--- src/rtl/cnn_pkg.sv ---
// cnn_pkg: shared constants and sequencer state encoding for the CNN layer stages.
package cnn_pkg;
    localparam int DEFAULT_DATA_WIDTH     = 16;
    localparam int DEFAULT_FRACTION_WIDTH = 8;
    localparam int DEFAULT_ADDR_WIDTH     = 10;
    localparam int MEM_RD_LATENCY         = 1;
    typedef enum logic [2:0] {IDLE, INIT, FETCH, DRAIN, WRITE, CLEAR, DONE} seq_state_t;
endpackage

--- src/rtl/dense_mac_sequencer_if.sv ---
// dense_mac_sequencer_if: layer control, memory, MAC and output-buffer signals of one dense stage.
interface dense_mac_sequencer_if #(
    parameter int DATA_WIDTH = 16,
    parameter int ADDR_WIDTH = 10
);
    logic                  start;
    logic                  relu_en;
    logic                  busy;
    logic                  done;
    logic                  mem_rd_en;
    logic [ADDR_WIDTH-1:0] in_addr;
    logic [ADDR_WIDTH-1:0] w_addr;
    logic [ADDR_WIDTH-1:0] b_addr;
    logic                  mac_reset;
    logic                  mac_run;
    logic                  mac_clear;
    logic [DATA_WIDTH-1:0] mac_result;
    logic [ADDR_WIDTH-1:0] mac_address;
    logic                  out_we;
    logic [ADDR_WIDTH-1:0] out_addr;
    logic [DATA_WIDTH-1:0] out_data;
    logic                  sync_err;
    modport master (
        input  start, relu_en, mac_result, mac_address,
        output busy, done, mem_rd_en, in_addr, w_addr, b_addr,
               mac_reset, mac_run, mac_clear, out_we, out_addr, out_data, sync_err
    );
    modport slave (
        output start, relu_en, mac_result, mac_address,
        input  busy, done, mem_rd_en, in_addr, w_addr, b_addr,
               mac_reset, mac_run, mac_clear, out_we, out_addr, out_data, sync_err
    );
endinterface

--- src/rtl/fixed_relu.sv ---
// fixed_relu: combinational ReLU clamp for signed fixed-point words, bypassed when i_en is low.
module fixed_relu #(
    parameter int DATA_WIDTH = 16
) (
    input  logic                  i_en,
    input  logic [DATA_WIDTH-1:0] i_data,
    output logic [DATA_WIDTH-1:0] o_data
);
    assign o_data = (i_en && i_data[DATA_WIDTH-1]) ? '0 : i_data;
endmodule

--- src/rtl/dense_mac_sequencer.sv ---
// dense_mac_sequencer: walks every neuron of a dense layer, feeding one MAC from the
// activation/weight RAMs and writing each biased, optionally rectified result out.
module dense_mac_sequencer
    import cnn_pkg::*;
#(
    parameter int DATA_WIDTH     = DEFAULT_DATA_WIDTH,
    parameter int FRACTION_WIDTH = DEFAULT_FRACTION_WIDTH,
    parameter int ADDR_WIDTH     = DEFAULT_ADDR_WIDTH,
    parameter int NUM_INPUTS     = 16,
    parameter int NUM_OUTPUTS    = 8
) (
    input  logic                  clk,
    input  logic                  reset,
    dense_mac_sequencer_if.master bus
);
    if (FRACTION_WIDTH >= DATA_WIDTH || NUM_INPUTS < 1 || NUM_OUTPUTS < 1 ||
        NUM_INPUTS * NUM_OUTPUTS > 2 ** ADDR_WIDTH || MEM_RD_LATENCY != 1) begin : g_bad_cfg
        $error("dense_mac_sequencer: unsupported configuration");
    end
    seq_state_t            r_state, w_next;
    logic [ADDR_WIDTH-1:0] r_n, r_i;
    logic                  r_relu, r_run, r_sync_err;
    logic [DATA_WIDTH-1:0] w_relu_out;
    logic                  w_last_i, w_last_n, w_busy, w_write;
    assign w_last_i = r_i == ADDR_WIDTH'(NUM_INPUTS - 1);
    assign w_last_n = r_n == ADDR_WIDTH'(NUM_OUTPUTS - 1);
    assign w_busy   = r_state != IDLE && r_state != DONE;
    assign w_write  = r_state == WRITE;
    fixed_relu #(.DATA_WIDTH(DATA_WIDTH)) u_relu (
        .i_en  (r_relu),
        .i_data(bus.mac_result),
        .o_data(w_relu_out)
    );
    always_ff @(posedge clk) begin
        if (reset) begin
            r_state    <= IDLE;
            r_n        <= '0;
            r_i        <= '0;
            r_relu     <= 1'b0;
            r_run      <= 1'b0;
            r_sync_err <= 1'b0;
        end else begin
            r_state <= w_next;
            // run trails the read strobe by the RAM latency so the MAC sees valid data
            r_run   <= bus.mem_rd_en;
            if (r_state == IDLE && bus.start) begin
                r_relu <= bus.relu_en;
                r_n    <= '0;
                r_i    <= '0;
            end
            if (r_state == FETCH && !w_last_i)
                r_i <= r_i + 1'b1;
            if (r_state == CLEAR) begin
                r_i <= '0;
                if (!w_last_n)
                    r_n <= r_n + 1'b1;
            end
            if (r_state == INIT)
                r_sync_err <= 1'b0;
            else if (w_write && bus.mac_address != r_n)
                r_sync_err <= 1'b1;
        end
    end
    always_comb begin
        w_next = r_state;
        case (r_state)
            IDLE:    w_next = bus.start ? INIT : IDLE;
            INIT:    w_next = FETCH;
            FETCH:   w_next = w_last_i ? DRAIN : FETCH;
            DRAIN:   w_next = WRITE;
            WRITE:   w_next = CLEAR;
            CLEAR:   w_next = w_last_n ? DONE : FETCH;
            default: w_next = IDLE;
        endcase
        bus.busy      = w_busy;
        bus.done      = r_state == DONE;
        bus.mem_rd_en = r_state == FETCH;
        bus.in_addr   = r_state == FETCH ? r_i : '0;
        bus.w_addr    = r_state == FETCH ? ADDR_WIDTH'(r_n * NUM_INPUTS + r_i) : '0;
        bus.b_addr    = w_busy ? r_n : '0;
        bus.mac_reset = r_state == INIT;
        bus.mac_run   = r_run;
        bus.mac_clear = r_state == CLEAR;
        bus.out_we    = w_write;
        bus.out_addr  = w_write ? r_n : '0;
        bus.out_data  = w_write ? w_relu_out : '0;
        bus.sync_err  = r_sync_err;
    end
endmodule

--- src/flat_wrapper.sv ---
// flat-port wrapper written by rule: the top's interface ports become plain ports
module dense_mac_sequencer_flat import cnn_pkg::*;
#(
    parameter int DATA_WIDTH     = DEFAULT_DATA_WIDTH,
    parameter int FRACTION_WIDTH = DEFAULT_FRACTION_WIDTH,
    parameter int ADDR_WIDTH     = DEFAULT_ADDR_WIDTH,
    parameter int NUM_INPUTS     = 16,
    parameter int NUM_OUTPUTS    = 8
)
  (clk, reset, bus_start, bus_relu_en, bus_mac_result, bus_mac_address, bus_busy, bus_done, bus_mem_rd_en, bus_in_addr, bus_w_addr, bus_b_addr, bus_mac_reset, bus_mac_run, bus_mac_clear, bus_out_we, bus_out_addr, bus_out_data, bus_sync_err);
  dense_mac_sequencer_if #(.DATA_WIDTH(DATA_WIDTH), .ADDR_WIDTH(ADDR_WIDTH)) bus_i ();
  input  logic clk;
  input  logic reset;
  input wire logic [$bits(bus_i.start)-1:0] bus_start;
  input wire logic [$bits(bus_i.relu_en)-1:0] bus_relu_en;
  input wire logic [$bits(bus_i.mac_result)-1:0] bus_mac_result;
  input wire logic [$bits(bus_i.mac_address)-1:0] bus_mac_address;
  output wire logic [$bits(bus_i.busy)-1:0] bus_busy;
  output wire logic [$bits(bus_i.done)-1:0] bus_done;
  output wire logic [$bits(bus_i.mem_rd_en)-1:0] bus_mem_rd_en;
  output wire logic [$bits(bus_i.in_addr)-1:0] bus_in_addr;
  output wire logic [$bits(bus_i.w_addr)-1:0] bus_w_addr;
  output wire logic [$bits(bus_i.b_addr)-1:0] bus_b_addr;
  output wire logic [$bits(bus_i.mac_reset)-1:0] bus_mac_reset;
  output wire logic [$bits(bus_i.mac_run)-1:0] bus_mac_run;
  output wire logic [$bits(bus_i.mac_clear)-1:0] bus_mac_clear;
  output wire logic [$bits(bus_i.out_we)-1:0] bus_out_we;
  output wire logic [$bits(bus_i.out_addr)-1:0] bus_out_addr;
  output wire logic [$bits(bus_i.out_data)-1:0] bus_out_data;
  output wire logic [$bits(bus_i.sync_err)-1:0] bus_sync_err;
  assign bus_i.start = bus_start;
  assign bus_i.relu_en = bus_relu_en;
  assign bus_i.mac_result = bus_mac_result;
  assign bus_i.mac_address = bus_mac_address;
  assign bus_busy = bus_i.busy;
  assign bus_done = bus_i.done;
  assign bus_mem_rd_en = bus_i.mem_rd_en;
  assign bus_in_addr = bus_i.in_addr;
  assign bus_w_addr = bus_i.w_addr;
  assign bus_b_addr = bus_i.b_addr;
  assign bus_mac_reset = bus_i.mac_reset;
  assign bus_mac_run = bus_i.mac_run;
  assign bus_mac_clear = bus_i.mac_clear;
  assign bus_out_we = bus_i.out_we;
  assign bus_out_addr = bus_i.out_addr;
  assign bus_out_data = bus_i.out_data;
  assign bus_sync_err = bus_i.sync_err;
  dense_mac_sequencer #(.DATA_WIDTH(DATA_WIDTH), .FRACTION_WIDTH(FRACTION_WIDTH), .ADDR_WIDTH(ADDR_WIDTH), .NUM_INPUTS(NUM_INPUTS), .NUM_OUTPUTS(NUM_OUTPUTS)) u_core (.clk(clk), .reset(reset), .bus(bus_i));
endmodule
--- config.mk ---
export PLATFORM = sky130hd
export DESIGN_NAME = dense_mac_sequencer_flat
export DESIGN_NICKNAME = d
export VERILOG_FILES = /design/src/rtl/cnn_pkg.sv /design/src/rtl/dense_mac_sequencer_if.sv /design/src/rtl/fixed_relu.sv /design/src/rtl/dense_mac_sequencer.sv /design/src/flat_wrapper.sv
export SDC_FILE = /design/constraint.sdc
export NUM_CORES = 1
export LEC_CHECK = 0
export ABC_AREA = 1
export CORE_UTILIZATION = 43
export DETAILED_ROUTE_END_ITERATION = 10
export PLACE_DENSITY = 0.81
export RECOVER_POWER = 50
export SYNTH_ARGS = -nofsm -noshare
export SYNTH_HDL_FRONTEND = slang
export SYNTH_SLANG_ARGS = --single-unit
export TNS_END_PERCENT = 10
--- constraint.sdc ---
create_clock -name clk -period 2.25 [get_ports clk]
set_input_delay 0.225 -clock clk [delete_from_list [all_inputs] [get_ports clk]]
set_output_delay 0.225 -clock clk [all_outputs]
set_load 0.02 [all_outputs]
# Word-level counts from Yosys, hierarchy flattened
# Index checks and enable logic that the tools add are counted.
[op_classes]
shift = 0
n_addsub = 3
eq_ne = 10
div = 0
bitwise = 0
n_mul = 0
reduce_logical = 11
n_lt_le_gt_ge = 0
mux = 15
[ops]
columns = ["op", "n"]
rows = [
  ["10-bit 2-to-1 mux", 9],
  ["16-bit 2-to-1 mux", 2],
  ["10-bit by 1-bit adder with 10-bit output (second input constant)", 2],
  ["3-bit case mux with 6 select lines", 1],
  ["10-bit adder", 1],
  ["10-bit by 3-bit == test with 1-bit output (second input constant)", 1],
  ["10-bit by 4-bit == test with 1-bit output (second input constant)", 1],
  ["10-bit inequality test", 1],
  ["3-bit == test (second input constant)", 3],
  ["3-bit by 2-bit == test with 1-bit output (second input constant)", 2],
  ["1-bit logical AND", 5],
  ["2-bit OR reduction", 2],
  ["3-bit by 1-bit == test with 1-bit output (second input constant)", 1],
  ["3-bit zero test", 1],
  ["3-bit 2-to-1 mux", 1],
  ["3-bit inequality test (second input constant)", 1],
  ["3-bit nonzero test", 1],
  ["1-bit 2-to-1 mux", 2],
  ["2-bit nonzero test", 1],
  ["1-bit zero test", 1],
]
[totals]
register_bits = 26
out_inout_bits = 64
mem_count = 0
latchBits = 0
input_bits = 30
word_cells = 45
rom_bits = 0
ramBits = 0

# Logic depth before layout (Yosys ltp)
[logic_depth]
word_depth = 5
mapped_depth = 9
mapped_depth_nobuf = 9

# By module
# A second synthesis with hierarchy kept.
[unflattened]
cells_unflattened = 407
hier_area_um2 = 2418.6
[by_module_without_submodules]
columns = ["mod", "cells_per_inst", "area_each_um2", "n_inst", "seq_area_each_um2"]
rows = [
  ["dense_mac_sequencer", 371, 2188.3, 1, 520.5],
  ["fixed_relu", 36, 230.2, 1, 0.0],
]

# Least setup slack after synthesis
# Ideal clock, no wire load.
[synth_path]
kind = "register -> output"
from = "register u_core.r_i[4]"
to = "output bus_w_addr[8]"
slack_ps = 398
n_path_buf = 0
path_stages_with_launch = 8
arrival_time_ps = 1627
required_time_ps = 2025
cell_sequence = "dfxtp_1 > ha_1 > fa_1 > nand2_1 > inv_1 > o21ai_0 > nand2_1 > a21oi_1"
[synth_via]
elab_chain_len = 2
[synth_lines]
columns = ["item", "line", "rtl"]
rows = [
  ["from (decl)", "dense_mac_sequencer.sv:21", "logic [ADDR_WIDTH-1:0] r_n, r_i;"],
  ["from (signal assigned)", "dense_mac_sequencer.sv:52", "r_i <= r_i + 1'b1;"],
  ["10-bit adder", "dense_mac_sequencer.sv:79", "bus.w_addr = r_state == FETCH ? ADDR_WIDTH'(r_n * NUM_INPUTS + r_i) : '0;"],
  ["10-bit 2-to-1 mux", "dense_mac_sequencer.sv:79", ""],
  ["to (decl)", "flat_wrapper.sv:22", "output wire logic [$bits(bus_i.w_addr)-1:0] bus_w_addr;"],
]
# Every way passes these cells.

# Worst setup path after layout
[layout_path]
from = "register u_core.r_state[1]"
to = "output bus_w_addr[0]"
[layout_via]
elab_chain_len = 2
[layout_lines]
columns = ["item", "line", "rtl"]
rows = [
  ["from (decl)", "dense_mac_sequencer.sv:20", "seq_state_t r_state, w_next;"],
  ["from (signal assigned)", "dense_mac_sequencer.sv:43", "r_state <= w_next;"],
  ["3-bit by 2-bit == test with 1-bit output", "dense_mac_sequencer.sv:79", ""],
  ["10-bit 2-to-1 mux", "dense_mac_sequencer.sv:79", ""],
]
# Every way passes these cells.

==> run summary <==
Status: complete, no violations
Worst path cell trace: inv_1 > nor2_2 > inv_2 > nor2_4 > inv_2 > nor2_1 > clkdlybuf4s50_1
Area Growth Syn to Fin: 45.7%
Sw frac: 28.1%
Post-route minimum period: 2.24 ns
Req. time, crit path: 2.03 ns
Tot Pwr: 0.000945 W
Final ANT Viol Nets: 0
Critical path's slowest cell: clkdlybuf4s50_1
Critical path's largest stage delay: 0.62 ns
Vias in the first global route: 2283
Total wire length: 6.08 mm
Sw Pwr: 0.000266 W
R2R depth: 8
RSZ-0062 raised after global routing: true
Core Region: 4790 µm²
Sink Count: 26
WP data arrival: 2.01 ns
Worst setup endpoint: bus_w_addr[0]
Power Dens Cells: 298 nW/µm²
Sequential fraction of design power: 50.2%
Highest Clock Rate: 447 MHz
# placed instances: 518
Buf/Inv on CP: 4
Cell taking the most area after synthesis: dfxtp_1
Power Internal: 0.000679 W
First-pass GRT wire length: 9.63 mm
H-tree levels: 1
Via count: 2557
Residual DRC count: 0
Nets: 494
Die ar.: 5340 µm²
Reg area: 522 µm²
Reg2reg start: u_core.r_n[1]$_SDFF_PP0_
CP Launch Point: u_core.r_state[1]$_SDFF_PP0_
Hpwl dp: 4.79 mm
Max-Cap Viols: 0
Clock latency on the worst-skew pair: 0.27 ns
Setup crit end kind: primary output
Initial DRC count: 119
Post-synth EDFFs: 0
HP Class: reg -> reg
Maximum root-to-sink buffer count: 2
Worst r2r dst: u_core.r_n[0]$_SDFF_PP0_
WL per Instance: 11.7 µm
Initial Util: 45.4%
Via/cell ratio: 4.91
Hold Path Stages: 2
Tot GR Track Use: 22.5%
Post-route clock period utilization: 99.5%
Clk slew on worst S/H paths: 0.09 ns
Util after Layout: 66.1%
Most common cell in the netlist: nand2_1
Syn Inst Count: 363
Worst relative slew slack: 50.0%
Setup Skew: 0.00582 ns
Cell family with most CP delay: buffers and inverters
Clock power share: 27.6%
CP startpoint kind: flip-flop
CTS tree: built
Grt ovf: 0
Detailed Routing Iterations Pass 1: 4
Ys flop type: dfxtp_1
Row count: 25
Cell count along the critical path: 7
Hold buffer count at CTS: 0
Fraction of synthesis flops using an asynchronous set or reset pin: 0%
Port Buffers: 93
Root Driver: clkbuf_8
Final hold vios: 0
Synth area leaders: dfxtp_1 (24%), nand2_1 (14%), nor2_1 (14%)
Filler cell count: 436
Initial antenna violation count: 0
DIE HEIGHT: 73.1 µm
Die Wd: 73.1 µm
Distinct cells, synth: 35
Gpl congestion: 0.871
Diode count: 0
Combinational power share: 22.2%
Area share of the largest cell type after synthesis: 23.9%
Cell mode on critical path: inv_2
Register-to-Register Setup Slack: 0.22 ns
Syn Std Cell Area: 2170 µm²
Multi-input gate area: 1340 µm²
Slew Viols, Final: 0
Leak pwr: 1.50 nW
Register area share after synthesis: 23.9%
# setup viols final: 0
Largest net degree at the start of global routing: 23
Number of top-level pins: 94
CTS Buf Count: 3
Worst-Margin Slew: 0.749 ns
Peak VDD IR: 0.272 mV
Commonest cells in the netlist: nand2_1 (83), nor2_1 (82), inv_1 (43)
Setup CP Type: reg -> out
Layout cells sized above 1: 7.93%
Ys Warns: 0
Synth Register Bits: 26
Final Non-Filler Cells: 521
Synthesized area per cell: 5.99 µm²
CP max FO: 16
Syn_nets: 401
## cell families (layout without fill, tap and decap cells)
kind of cell               after synthesis  after routing  synth area share, %
DFF                                     26             26                 23.9
and+or+nand+nor                        214            214                 42.8
buffers and inverters                   63            154                 14.2
adders and majority gates                8              8                 4.95
xor gates and xnor gates                 6              6                 2.42
AOI/OAI and AO/OA                       46             46                 11.7
## cell type report
type	instances	area share, %
Tap cell	67	2.65
Timing Repair Buffer	104	31.8
Inverter	47	5.61
Clock buffer	3	1.30
Sequential cell	26	16.5
Multi-Input combinational cell	274	42.2
## sequential cells by signal, summed over array words and instances (netlist names)
name	count
u_core.r_i	10
u_core.r_n	10
u_core.r_state	3
u_core.bus.mac_run	1
u_core.bus.sync_err	1
u_core.r_relu	1
## per-stage QoR
stage | area (µm²) | setup WS [ns] | TNS [ns] | hold WS (ns)
2_1_floorplan | 2170 | 0.398 | 0 | 0.415
3_3_place_gp | 3140 | 0.0551 | 0 | 0.445
3_5_place_dp | 3140 | 0.0392 | 0 | 0.452
4_1_cts | 3170 | 0.00542 | 0 | 0.465
5_1_grt | 3170 | -0.0984 | -0.518 | 0.477
6_report | 3170 | 0.0123 | 0 | 0.457
## cell usage in the layout, fill, tap and decap left out, types with 2 or more instances in the layout
master	netlist	routed
nor3_2	3	2
nand2_1	83	85
nor3_1	4	5
clkbuf_8	0	3
nor2_2	4	4
clkdlybuf4s50_1	0	67
ha_1	7	7
inv_2	3	3
nand3_1	22	22
dfxtp_1	26	25
a21oi_1	23	23
xor2_1	4	4
inv_1	43	43
nor2_4	3	3
nand2_2	4	2
xnor2_1	2	2
buf_4	6	10
o21ai_0	15	13
nand4_1	4	4
dlygate4sd3_1	0	4
dlygate4sd2_1	0	7
dlymetal6s2s_1	0	11
nor2_1	82	82
nand3b_1	2	2
o21ai_1	1	3
clkbuf_1	1	3
## timing repair
item | 4_1_cts | 5_1_grt
gates resized for setup | 11 | 20
setup buffers | 0 | 0
endpoints found under the hold margin | 0 | 0
pin swaps | 0 | 0
setup endpoints to repair | 20 | 32
## power by group through the flow
stage	Clock [W]	Sequential (W)	Combinational [W]
detailed placement	0	0.000485	0.000211
global route	0.000281	0.000475	0.000231
floorplan	0	0.000486	0.000120
finish	0.000261	0.000474	0.000210
global placement	0	0.000485	0.000208
CTS	0.000266	0.000474	0.000212
## tightest hold or removal path, delay by kind of cell (launching register included)
family | cells | cell delay (ns)
DFF | 1 | 0.32
buffers and inverters | 1 | 0.04
AOI/OAI and AO/OA | 1 | 0.05
## worst min-delay path by stage
stage | start | end | slack, ns
2_1_floorplan | bus_relu_en | u_core.r_relu$_SDFFE_PP0P_ | 0.42
3_5_place_dp | u_core.bus.sync_err$_SDFFE_PP0P_ | u_core.bus.sync_err$_SDFFE_PP0P_ | 0.45
6_report | u_core.bus.sync_err$_SDFFE_PP0P_ | u_core.bus.sync_err$_SDFFE_PP0P_ | 0.46
5_1_grt | u_core.bus.sync_err$_SDFFE_PP0P_ | u_core.bus.sync_err$_SDFFE_PP0P_ | 0.48
4_1_cts | u_core.bus.sync_err$_SDFFE_PP0P_ | u_core.bus.sync_err$_SDFFE_PP0P_ | 0.46
3_3_place_gp | u_core.bus.sync_err$_SDFFE_PP0P_ | u_core.bus.sync_err$_SDFFE_PP0P_ | 0.45
## layer usage
| metal | share of wire (%) | global-route usage [%] |
|---|---|---|
| met2 | 49 | 39.0 |
| met1 | 43 | 27.6 |
| met4 | 1.3 | 7.63 |
| met3 | 6.9 | 4.42 |
| met5 | 0 | 0 |
No activity file was read; power rests on OpenSTA's default activity.
